[config.mk]
export PLATFORM = sky130hd
export DESIGN_NAME = suspend_ack_ctrl_flat
export DESIGN_NICKNAME = d
export VERILOG_FILES = /design/src/rtl/suspend_ack_if.sv /design/src/rtl/suspend_ack_ctrl.sv /design/src/flat_wrapper.sv
export SDC_FILE = /design/constraint.sdc
export NUM_CORES = 1
export LEC_CHECK = 0
export ABC_AREA = 0
export BUFFER_PORTS_ARGS = -buffer_cell sky130_fd_sc_hd__buf_2
export CAP_MARGIN = 20
export CORE_UTILIZATION = 50
export CTS_BUF_LIST = sky130_fd_sc_hd__clkbuf_16
export DETAILED_ROUTE_END_ITERATION = 8
export PLACE_DENSITY = 0.75
export SYNTH_ARGS = -nofsm -noshare
export SYNTH_HDL_FRONTEND = slang
export SYNTH_SLANG_ARGS = --single-unit
[constraint.sdc]
create_clock -name clk_i -period 1.8 [get_ports clk_i]
set_input_delay 0.09 -clock clk_i [delete_from_list [all_inputs] [get_ports clk_i]]
set_output_delay 0.09 -clock clk_i [all_outputs]
set_load 0.02 [all_outputs]
[src/rtl/suspend_ack_if.sv]
// Suspend handshake and datapath control bundle between the suspend responder and its neighbours.
// The slave side is the responder; the master side drives sreq/busy and observes the outputs.
interface suspend_ack_if;
  logic sreq;
  logic busy;
  logic quiesce;
  logic sack;
  logic suspended;
  logic drain_timeout;

  modport master (
    output sreq,
    output busy,
    input  quiesce,
    input  sack,
    input  suspended,
    input  drain_timeout
  );

  modport slave (
    input  sreq,
    input  busy,
    output quiesce,
    output sack,
    output suspended,
    output drain_timeout
  );
endinterface

[src/rtl/suspend_ack_ctrl.sv]
// Suspend responder: quiesces the RX datapath on sreq, waits for drain/settle, acknowledges,
// and re-enables the datapath after a resume guard interval once sreq is released.
module suspend_ack_ctrl #(
  parameter int CNT_WIDTH     = 16,
  parameter int DRAIN_TIMEOUT = 1024,
  parameter int SETTLE_CYCLES = 4,
  parameter int RESUME_CYCLES = 8
) (
  input  logic         clk_i,
  input  logic         rst_i,
  suspend_ack_if.slave bus
);

  typedef enum logic [2:0] {
    S_RUN,
    S_DRAIN,
    S_SETTLE,
    S_ACK,
    S_RESUME
  } state_e;

  localparam logic [CNT_WIDTH-1:0] DRAIN_LAST  = CNT_WIDTH'(DRAIN_TIMEOUT - 1);
  localparam logic [CNT_WIDTH-1:0] SETTLE_LAST = CNT_WIDTH'(SETTLE_CYCLES - 1);
  localparam logic [CNT_WIDTH-1:0] RESUME_LAST = CNT_WIDTH'(RESUME_CYCLES - 1);
  localparam logic [CNT_WIDTH-1:0] CNT_ONE     = {{(CNT_WIDTH-1){1'b0}}, 1'b1};

  function automatic logic [CNT_WIDTH-1:0] sat_inc(input logic [CNT_WIDTH-1:0] v);
    return (&v) ? v : v + CNT_ONE;
  endfunction

  state_e               state_q;
  logic                 sync1_q;
  logic                 sync2_q;
  logic [CNT_WIDTH-1:0] drain_cnt_q;
  logic [CNT_WIDTH-1:0] settle_cnt_q;
  logic [CNT_WIDTH-1:0] res_cnt_q;
  logic                 quiesce_q;
  logic                 sack_q;
  logic                 suspended_q;
  logic                 drain_timeout_q;
  logic                 sreq_s;

  // sreq arrives from another clock domain; only the second flop is used by the FSM.
  always_ff @(posedge clk_i or posedge rst_i) begin
    if (rst_i) begin
      sync1_q <= 1'b0;
      sync2_q <= 1'b0;
    end else begin
      sync1_q <= bus.sreq;
      sync2_q <= sync1_q;
    end
  end

  assign sreq_s = sync2_q;

  // Outputs are registered alongside the state so they change on the transition edge.
  always_ff @(posedge clk_i or posedge rst_i) begin
    if (rst_i) begin
      state_q         <= S_RUN;
      drain_cnt_q     <= '0;
      settle_cnt_q    <= '0;
      res_cnt_q       <= '0;
      quiesce_q       <= 1'b0;
      sack_q          <= 1'b0;
      suspended_q     <= 1'b0;
      drain_timeout_q <= 1'b0;
    end else begin
      case (state_q)
        S_RUN: begin
          if (sreq_s) begin
            state_q         <= S_DRAIN;
            drain_cnt_q     <= '0;
            drain_timeout_q <= 1'b0;
            quiesce_q       <= 1'b1;
          end
        end

        S_DRAIN: begin
          drain_cnt_q <= sat_inc(drain_cnt_q);
          if (!sreq_s) begin
            state_q   <= S_RUN;
            quiesce_q <= 1'b0;
          end else if (!bus.busy) begin
            state_q      <= S_SETTLE;
            settle_cnt_q <= '0;
          end else if (drain_cnt_q == DRAIN_LAST) begin
            state_q         <= S_ACK;
            sack_q          <= 1'b1;
            suspended_q     <= 1'b1;
            drain_timeout_q <= 1'b1;
          end
        end

        S_SETTLE: begin
          drain_cnt_q  <= sat_inc(drain_cnt_q);
          settle_cnt_q <= sat_inc(settle_cnt_q);
          if (!sreq_s) begin
            state_q   <= S_RUN;
            quiesce_q <= 1'b0;
          end else if (bus.busy) begin
            // Return to DRAIN without clearing drain_cnt so the timeout still bounds the total.
            state_q <= S_DRAIN;
          end else if (settle_cnt_q == SETTLE_LAST) begin
            state_q     <= S_ACK;
            sack_q      <= 1'b1;
            suspended_q <= 1'b1;
          end else if (drain_cnt_q == DRAIN_LAST) begin
            state_q         <= S_ACK;
            sack_q          <= 1'b1;
            suspended_q     <= 1'b1;
            drain_timeout_q <= 1'b1;
          end
        end

        S_ACK: begin
          if (!sreq_s) begin
            state_q     <= S_RESUME;
            res_cnt_q   <= '0;
            sack_q      <= 1'b0;
            suspended_q <= 1'b0;
          end
        end

        S_RESUME: begin
          res_cnt_q <= sat_inc(res_cnt_q);
          if (res_cnt_q == RESUME_LAST) begin
            state_q   <= S_RUN;
            quiesce_q <= 1'b0;
          end
        end

        default: begin
          state_q     <= S_RUN;
          quiesce_q   <= 1'b0;
          sack_q      <= 1'b0;
          suspended_q <= 1'b0;
        end
      endcase
    end
  end

  assign bus.quiesce       = quiesce_q;
  assign bus.sack          = sack_q;
  assign bus.suspended     = suspended_q;
  assign bus.drain_timeout = drain_timeout_q;

endmodule

[src/flat_wrapper.sv]
// flat-port wrapper written by rule: the top's interface ports become plain ports
module suspend_ack_ctrl_flat 
#(
  parameter int CNT_WIDTH     = 16,
  parameter int DRAIN_TIMEOUT = 1024,
  parameter int SETTLE_CYCLES = 4,
  parameter int RESUME_CYCLES = 8
)
  (clk_i, rst_i, bus_sreq, bus_busy, bus_quiesce, bus_sack, bus_suspended, bus_drain_timeout);
  suspend_ack_if bus_i ();
  input  logic clk_i;
  input  logic rst_i;
  input wire logic [$bits(bus_i.sreq)-1:0] bus_sreq;
  input wire logic [$bits(bus_i.busy)-1:0] bus_busy;
  output wire logic [$bits(bus_i.quiesce)-1:0] bus_quiesce;
  output wire logic [$bits(bus_i.sack)-1:0] bus_sack;
  output wire logic [$bits(bus_i.suspended)-1:0] bus_suspended;
  output wire logic [$bits(bus_i.drain_timeout)-1:0] bus_drain_timeout;
  assign bus_i.sreq = bus_sreq;
  assign bus_i.busy = bus_busy;
  assign bus_quiesce = bus_i.quiesce;
  assign bus_sack = bus_i.sack;
  assign bus_suspended = bus_i.suspended;
  assign bus_drain_timeout = bus_i.drain_timeout;
  suspend_ack_ctrl #(.CNT_WIDTH(CNT_WIDTH), .DRAIN_TIMEOUT(DRAIN_TIMEOUT), .SETTLE_CYCLES(SETTLE_CYCLES), .RESUME_CYCLES(RESUME_CYCLES)) u_core (.clk_i(clk_i), .rst_i(rst_i), .bus(bus_i));
endmodule
==> results.json <==
{
  "status": "finished clean",
  "place_area_sq_mm": 0.00373,
  "cp.required_ns": 2.00,
  "grt_usage_pct": 25.1,
  "design_area_sq_mm": 0.00421,
  "finalWorstPathRequiredPeriod_ns": 1.76,
  "die_y_um": 83.9,
  "fin_skew_ns": 0.00615,
  "initial_utilization_pct": 52.3,
  "drv_cap": 0,
  "dr.first_iter.drc_count": 160,
  "dr_total_vias": 3128,
  "rsz0062_at_grt": "yes",
  "fin_nets": 432,
  "antenna_cells": 0,
  "cp.arrival_ns": 1.96,
  "leakagePower_nw": 1.84,
  "power_density_mw_per_mm2": 852,
  "syn_area_sq_mm": 0.00336,
  "slew_headroom_pct": 64.3,
  "yosysTopAreaCell": "dfrtp_1",
  "synth.avg_cell_area_sq_um": 9.02,
  "worst_pin_slew_ns": 0.534,
  "synthTopCellsByArea": "dfrtp_1, nand2_1, o21ai_1",
  "antenna_found_initial": 0,
  "syn_inst": 372,
  "cts_tree": "done",
  "holdPathStages": 3,
  "hold_viol": 0,
  "num_rows": 29,
  "reg2reg_depth": 5,
  "max-vdd-ir-drop_v": 0.000602,
  "clockRootBuffer": "clkbuf_16",
  "setup_violations": 0,
  "synth_cell_types": 58,
  "cp-end-kind": "register",
  "post_drt_wl_per_cell_um": 16.2,
  "fmax_ghz": 0.569,
  "clockBufferDepth": 2,
  "grt_max_degree": 36,
  "synth-seq-cells": 57,
  "via_per_inst": 6.18,
  "mostFrequentLayoutCells": "dfrtp_1, buf_4, nand2_1, nor2_1",
  "io_buffer_count": 7,
  "cts_buffers": 9,
  "drv_slew": 0,
  "clock_sinks": 57,
  "start_kind": "register",
  "synth_top_area_share_pct": 42.5,
  "drive_gt1_share_pct": 25.2,
  "die_area_sq_mm": 0.00705,
  "h-tree-depth": 3,
  "drc": 0,
  "grt_pass1_wl_um": 14000,
  "yosysSeqAreaShare_pct": 42.5,
  "synth-edff-count": 0,
  "async_flop_share_pct": 100,
  "ys.flop_type": "dfrtp_1",
  "coreArea_sq_mm": 0.00642,
  "syn2layout_area_growth_pct": 25.4,
  "yosys_warnings": 0,
  "antenna_left": 0,
  "grt_remaining_overflow": 0,
  "path_class": "reg2reg",
  "hp-class": "in2reg",
  "layout_commonest_cell": "dfrtp_1",
  "firstDrtPassIters": 4,
  "ios": 8,
  "syn_nets": 379,
  "fin_crit_sh_pct": 97.6,
  "tns_ns": 0,
  "grt_pass1_vias": 3015,
  "insertion_delay_ns": 0.33,
  "routabilityCongestion": 0.864,
  "routed_wl_um": 8210,
  "worst-path-max-fanout": 12,
  "dieWidth_um": 83.9,
  "place.detailed.hpwl_um": 5450,
  "path_clk_slew_ns": 0.05
}
-- layer usage --
layer / track usage (%) / part of all wire (%) / vias up
li1: - / - / 1514
met1: 33.9 / 47 / 1515
met2: 38.5 / 47 / 83
met3: 5.04 / 4.1 / 16
met4: 12.4 / 2.2 / 0
met5: 0 / 0 / -
-- state kept, by name, summed over array words and instances (netlist names) --
register                  cells
u_core.bus.drain_timeout      1
u_core.bus.quiesce            1
u_core.bus.sack               1
u_core.bus.suspended          1
u_core.drain_cnt_q           16
u_core.res_cnt_q             16
u_core.settle_cnt_q          16
u_core.sreq_s                 1
u_core.state_q                3
u_core.sync1_q                1
-- final timing paths --
check | startpoint | endpoint | slack (ns)
min in group asynchronous | rst_i | u_core.drain_cnt_q[9] | 0.35
max in group asynchronous | rst_i | u_core.state_q[1] | 0.86
max | u_core.state_q[0] | u_core.res_cnt_q[7] | 0.04
min reg2reg | u_core.sync1_q | u_core.sreq_s | 0.37
max reg2reg | u_core.state_q[0] | u_core.res_cnt_q[7] | 0.04
min | bus_busy | u_core.state_q[0] | 0.12
-- stage by stage --
stage                     setup WS, ns  power, W  std cells  util (%)  hold WS (ns)
after floorplan                0.00372   0.00176        372         -         0.121
after global placement         -0.0348   0.00194        483      58.1         0.148
after detailed placement       -0.0332   0.00196        483      58.1         0.151
after CTS                      0.00601   0.00358        502      63.1         0.107
after global routing           -0.0339   0.00372        506      65.6         0.131
final                           0.0434   0.00359        506      65.6         0.116
-- cell type report --
| type | instances | area [sq um] |
|---|---|---|
| timing repair buffer | 57 | 448 |
| inverter | 8 | 30.0 |
| clock buffer | 9 | 225 |
| clock inverter | 6 | 50.0 |
| multi-input combinational | 292 | 1930 |
| fill | 475 | 2210 |
| tap | 77 | 96.3 |
| sequential | 57 | 1430 |
-- logic make-up (layout without fill, tap and decap cells) --
logic type      after synthesis  after routing  synth area share [%]
xor+xnor                     11             11                  2.87
flops                        57             57                  42.5
compound gates              106            106                  20.1
mux                           7              7                  2.16
fa+ha+maj                     3              3                  1.12
simple gates                165            165                  27.5
buf+inv                      23             80                  3.76
-- worst max-delay path, stage by stage (launching register included) --
cell and delay [ns]:
dfrtp_1 0.40, buf_4 0.18, or3b_1 0.51, a21oi_4 0.25, nand4_1 0.15, mux2i_1 0.14
-- repair_timing --
item,CTS,global route
endpoints found under the setup margin,17,31
pin swaps,2,6
endpoints found under the hold margin,23,0
hold buffers,2,0
cloned,0,0
gates resized for setup,3,30
setup buffers,2,4
-- cell usage after synthesis, types with 2 or more instances --
cell / instances
a2111oi_2: 3
a211oi_1: 2
a21oi_1: 25
a31o_2: 2
a31oi_1: 10
a41oi_1: 3
and2_1: 2
and3_1: 10
and4_1: 5
buf_2: 4
buf_4: 3
buf_6: 3
clkbuf_1: 4
dfrtp_1: 57
ha_1: 3
inv_1: 8
mux2_2: 2
mux2i_1: 5
nand2_1: 39
nand2b_1: 3
nand3_1: 20
nand3b_1: 2
nand4_1: 14
nor2_1: 33
nor2b_1: 3
nor3_1: 7
nor3b_1: 2
nor4_1: 10
nor4_4: 2
nor4bb_1: 2
o2111ai_1: 3
o21a_1: 2
o21ai_0: 13
o21ai_1: 27
o31ai_1: 6
o41ai_1: 2
xnor2_1: 10
-- report_power, final --
part	leakage (nW)	internal [W]	switching [W]	total [W]
Clock	0.135	0.00104	0.000559	0.00160
Sequential	0.777	0.00136	0.0000723	0.00143
Combinational	0.925	0.000240	0.000319	0.000559
Note: power is estimated with default switching activity, not from simulation.
